--- src/rtl/fetch_ctrl.sv ---
// Fetch-stage sequencer: PC advance/select, imem read enable, flush and halt.
// Optional FETCH_CTRL_PERF_EN adds fetch/stall performance counters.
module fetch_ctrl #(
    parameter int PC_SRC_W = 2
) (
    input  logic                CLK,
    input  logic                nRST,
    input  logic                ihit,
    input  logic                stall,
    input  logic                halt,
    input  logic                redir_valid,
    input  logic [PC_SRC_W-1:0] redir_src,
    input  logic                redir_taken,
    output logic                imemREN,
    output logic                pcEN,
    output logic [PC_SRC_W-1:0] pc_src,
    output logic                branchmux,
    output logic                fetch_valid,
    output logic                flush,
    output logic                halted,
`ifdef FETCH_CTRL_PERF_EN
    output logic [31:0]         fetch_cnt,
    output logic [31:0]         stall_cnt,
`endif
    output logic [1:0]          state_dbg
);

    typedef enum logic [1:0] {
        INIT   = 2'd0,
        FETCH  = 2'd1,
        HALTED = 2'd2
    } state_t;

    state_t                state, next_state;
    logic                  pend_v, pend_v_n;
    logic [PC_SRC_W-1:0]   pend_src, pend_src_n;
    logic                  eff_redir;

    assign state_dbg = state;

    // Not-taken branches and src 0 are not redirects.
    assign eff_redir = redir_valid &&
                       ((redir_src == PC_SRC_W'(2)) || (redir_src == PC_SRC_W'(3)) ||
                        ((redir_src == PC_SRC_W'(1)) && redir_taken));

    always_ff @(posedge CLK or negedge nRST) begin
        if (!nRST) begin
            state    <= INIT;
            pend_v   <= 1'b0;
            pend_src <= '0;
        end else begin
            state    <= next_state;
            pend_v   <= pend_v_n;
            pend_src <= pend_src_n;
        end
    end

    always_comb begin
        next_state  = state;
        pend_v_n    = pend_v;
        pend_src_n  = pend_src;
        imemREN     = 1'b0;
        pcEN        = 1'b0;
        pc_src      = '0;
        branchmux   = 1'b0;
        fetch_valid = 1'b0;
        flush       = 1'b0;
        halted      = 1'b0;
        case (state)
            INIT: next_state = FETCH;
            FETCH: begin
                imemREN = 1'b1;
                if (halt) begin
                    imemREN    = 1'b0;
                    flush      = 1'b1;
                    pend_v_n   = 1'b0;
                    next_state = HALTED;
                end else if (pend_v) begin
                    // Already flushed at capture; any new redirect now is wrong-path.
                    if (ihit) begin
                        pcEN      = 1'b1;
                        pc_src    = pend_src;
                        branchmux = (pend_src == PC_SRC_W'(1));
                        flush     = 1'b1;
                        pend_v_n  = 1'b0;
                    end
                end else if (eff_redir) begin
                    flush = 1'b1;
                    if (ihit) begin
                        pcEN      = 1'b1;
                        pc_src    = redir_src;
                        branchmux = (redir_src == PC_SRC_W'(1));
                    end else begin
                        pend_v_n   = 1'b1;
                        pend_src_n = redir_src;
                    end
                end else if (ihit && !stall) begin
                    pcEN        = 1'b1;
                    fetch_valid = 1'b1;
                end
            end
            HALTED: halted = 1'b1;
            default: next_state = INIT;
        endcase
    end

`ifdef FETCH_CTRL_PERF_EN
    always_ff @(posedge CLK or negedge nRST) begin
        if (!nRST) begin
            fetch_cnt <= '0;
            stall_cnt <= '0;
        end else if (state == FETCH) begin
            if (fetch_valid)
                fetch_cnt <= fetch_cnt + 32'd1;
            if (!pcEN && !halt)
                stall_cnt <= stall_cnt + 32'd1;
        end
    end
`endif

endmodule

--- config.mk ---
export PLATFORM = sky130hd
export DESIGN_NAME = fetch_ctrl
export DESIGN_NICKNAME = d
export VERILOG_FILES = /design/src/rtl/fetch_ctrl.sv
export SDC_FILE = /design/constraint.sdc
export NUM_CORES = 1
export LEC_CHECK = 0
export ABC_AREA = 0
export BUFFER_PORTS_ARGS = -buffer_cell sky130_fd_sc_hd__buf_4
export CELL_PAD_IN_SITES_DETAIL_PLACEMENT = 1
export CELL_PAD_IN_SITES_GLOBAL_PLACEMENT = 1
export CORE_AREA = 2 2 39 41
export DETAILED_ROUTE_END_ITERATION = 10
export DIE_AREA = 0 0 41 43
export PLACE_DENSITY = 0.69
export SETUP_SLACK_MARGIN = 0.1
export SLEW_MARGIN = 20
export SYNTH_ARGS = -nofsm -noshare
export SYNTH_HDL_FRONTEND = slang
export SYNTH_SLANG_ARGS = --single-unit
--- constraint.sdc ---
create_clock -name CLK -period 1.8 [get_ports CLK]
set_clock_uncertainty 0.2 [all_clocks]
set_input_delay 0.27 -clock CLK [delete_from_list [all_inputs] [get_ports CLK]]
set_output_delay 0.27 -clock CLK [all_outputs]
set_load 0.02 [all_outputs]
==> flow_summary.json <==
{
  "ys_ff_latch": 5,
  "max-slew-margin-rel_pct": 85.7,
  "crit_top_cell": "sky130_fd_sc_hd__nor3b_4",
  "syn_avg_cell_area_um2": 10.2,
  "cts_tree": "yes",
  "clk_pin_slew_worst_setup_hold_paths_ns": 0.04,
  "timing.final.ws_setup_ns": -0.00489,
  "cellLeakagePower_nw": 0.315,
  "layout_common_cells": "sky130_fd_sc_hd__buf_4 (17), sky130_fd_sc_hd__buf_6 (9), sky130_fd_sc_hd__clkbuf_4 (3), sky130_fd_sc_hd__dfrtp_1 (3)",
  "arrival_ns": 1.33,
  "track_usage_pct": 13.2,
  "setup-tns-final_ns": -0.00489,
  "num_rows": 14,
  "grt_antenna_before_repair": 0,
  "numCtsBuffers": 3,
  "netSwitchingFraction_pct": 37.1,
  "hpwlAfterDp_um": 726,
  "net-switching-power_mw": 0.291,
  "finalCriticalPeriod_ns": 1.80,
  "synthDistinctLibCells": 19,
  "globalplace.congestion": 0.770,
  "grt_first_pass_wirelength_mm": 1.56,
  "detail_route.vias_per_cell": 4.66,
  "cts.sink_count": 5,
  "finish.net_count": 73,
  "insertedDiodeCount": 0,
  "critical_path.max_fanout": 5,
  "drive_above_1_share_pct": 71.4,
  "crit_chain": "nor3b_4 > nand2_4 > nor3b_4 > buf_6",
  "detail_route.iter0.violations": 0,
  "routed_wirelength_mm": 1.09,
  "clock_latency_ns": 0.24,
  "hold_path.class": "input port to flip-flop",
  "timing.setup.critical_path_class": "flip-flop to output pin",
  "finalHoldViolCount": 0,
  "timing.reg2reg.setup_slack_ns": 0.09,
  "die-height_um": 43,
  "start_util_pct": 23.7,
  "whs_endpoint": "state_dbg[0]$_DFFE_PN0P_",
  "h-tree-depth": 1,
  "worstMarginPinSlew_ns": 0.214,
  "endpoint_kind": "output pin",
  "final_number_of_max_transition_violations": 0,
  "drt-wirelength-per-cell_um": 13.8,
  "grt_pass1_vias": 375,
  "layout_commonest_cell": "sky130_fd_sc_hd__buf_4",
  "syn_area_um2": 328,
  "vdd_ir_drop_max_mv": 0.691,
  "hold_start": "halt",
  "run_status": "complete, but fails checks",
  "synth.net_count": 41,
  "max_freq_mhz": 554,
  "cells_after_synth": 32,
  "clock_power_share_pct": 16.1,
  "portBuffers": 18,
  "area_growth_syn_to_layout_pct": 106,
  "first_pass_iters": 1,
  "clock_root_buffer": "sky130_fd_sc_hd__clkbuf_4",
  "cts_max_path_buffers": 2,
  "pin_count": 19,
  "worst_ep_required_time_ns": 1.33,
  "cp-start-kind": "flip-flop",
  "dr_total_vias": 368,
  "max_stage_delay_ns": 0.41,
  "final_setup_violations": 1,
  "remaining_drcs": 0,
  "final_core_utilization_pct": 48.9,
  "detail-route-antenna-nets": 0,
  "core_footprint_um2": 1380,
  "pwr-share-seq_pct": 26.9,
  "comb_power_share_pct": 57.0,
  "yosysSeqAreaShare_pct": 38.2,
  "gr-total-overflow": 0,
  "cellPowerDensity_nw_per_um2": 1160,
  "fp.dieArea_um2": 1760,
  "pin_count_of_the_biggest_net_entering_global_routing": 7,
  "yosysWarningCount": 0,
  "timing.critical_path.slowest_stage_cell": "sky130_fd_sc_hd__dfrtp_2",
  "die_x_um": 41,
  "rsz0062_at_grt": "yes",
  "power.internal_mw": 0.495,
  "timing.max_cap.violations": 0,
  "worstRegToRegCells": 5,
  "holdPathStages": 2,
  "min_period_over_period_pct": 100,
  "timing.rr.end": "pend_src[0]$_DFFE_PN0P_",
  "r2r_start": "state_dbg[1]$_DFFE_PN0P_",
  "violations": "setup timing"
}
[worst max-delay path: cells and delay by family (launching register included)]
kind / cells / cell delay [ns]
and+or+nand+nor: 3 / 0.54
DFF: 1 / 0.41
buffers and inverters: 1 / 0.14
[power groups by stage]
| stage | combinational, mW | sequential (mW) | clock [mW] |
|---|---|---|---|
| after floorplan | 0.190 | 0.233 | 0 |
| after global routing | 0.481 | 0.219 | 0.141 |
| after global placement | 0.348 | 0.215 | 0 |
| final | 0.448 | 0.211 | 0.127 |
| after detailed placement | 0.349 | 0.214 | 0 |
| after CTS | 0.421 | 0.209 | 0.131 |
[cells in the mapped netlist]
master	count	area [um2]
sky130_fd_sc_hd__a21oi_1	4	20.0
sky130_fd_sc_hd__a22oi_1	2	15.0
sky130_fd_sc_hd__and4_4	1	11.3
sky130_fd_sc_hd__nand3b_1	1	7.51
sky130_fd_sc_hd__nor3b_1	1	7.51
sky130_fd_sc_hd__inv_1	2	7.51
sky130_fd_sc_hd__nor2_1	4	15.0
sky130_fd_sc_hd__nor2b_2	1	8.76
sky130_fd_sc_hd__and2b_1	1	7.51
sky130_fd_sc_hd__a221oi_1	1	8.76
sky130_fd_sc_hd__nand4b_1	1	8.76
sky130_fd_sc_hd__nand2_1	1	3.75
sky130_fd_sc_hd__mux2_4	2	30.0
sky130_fd_sc_hd__a21o_2	1	8.76
sky130_fd_sc_hd__nor3b_4	1	18.8
sky130_fd_sc_hd__dfrtp_1	5	125
sky130_fd_sc_hd__a32oi_1	1	8.76
sky130_fd_sc_hd__or2b_1	1	7.51
sky130_fd_sc_hd__o21bai_1	1	7.51
[what timing repair did]
| item | CTS | global route |
|---|---|---|
| endpoints found under the setup margin | 6 | 6 |
| hold buffers | 1 | 0 |
| endpoints found under the hold margin | 5 | 0 |
| gates resized for setup | 9 | 4 |
| setup buffers | 5 | 1 |
| pin swaps | 6 | 0 |
[through the flow]
stage | cells | hold WS [ns] | total power, mW | worst slack, ns | cell area, um2
2_1_floorplan | 32 | -0.226 | 0.422 | 0.000260 | 369
3_3_place_gp | 68 | -0.125 | 0.563 | 0.142 | 539
3_5_place_dp | 68 | -0.126 | 0.563 | 0.113 | 539
4_1_cts | 78 | 0.0567 | 0.761 | -0.0198 | 654
5_1_grt | 79 | 0.0720 | 0.841 | -0.0608 | 677
6_report | 79 | 0.0612 | 0.786 | -0.00489 | 677
[area by class of cell]
cell class	count	area (um2)
Sequential cell	5	128
Inverter	2	7.51
Fill cell	164	707
Tap cell	16	20.0
Timing Repair Buffer	27	239
Multi-Input combinational cell	25	256
Clock buffer	4	26.3
[sequential cells by signal (all words and copies together), names as in the netlist]
name,count
state_dbg,2
pend_v,1
pend_src,2
[how the worst max path moves through the flow]
stage | to | startpoint | slack, ns | cells after the start
6_report | fetch_valid | state_dbg[1]$_DFFE_PN0P_ | -0.005 | 4
3_3_place_gp | fetch_valid | state_dbg[1]$_DFFE_PN0P_ | 0.14 | 4
4_1_cts | fetch_valid | state_dbg[1]$_DFFE_PN0P_ | -0.02 | 4
5_1_grt | fetch_valid | state_dbg[0]$_DFFE_PN0P_ | -0.06 | 4
2_1_floorplan | fetch_valid | state_dbg[1]$_DFFE_PN0P_ | 0.0003 | 3
3_5_place_dp | fetch_valid | state_dbg[1]$_DFFE_PN0P_ | 0.11 | 4
[cell families (layout without fill, tap and decap cells)]
family / count (synthesis) / after routing / synth area share [%]
simple gates: 13 / 13 / 29.4
compound gates: 10 / 10 / 21.0
flops: 5 / 5 / 38.2
mux: 2 / 2 / 9.16
buf+inv: 2 / 33 / 2.29
[routing by layer]
metal | up-vias | GRT usage [%] | routed length, um
li1 | 180 | - | -
met1 | 171 | 16.0 | 436
met2 | 17 | 20.9 | 566
met3 | 0 | 4.71 | 87
met4 | 0 | 4.00 | 0
met5 | - | 0 | 0
Power figures use the tool's default switching activity.
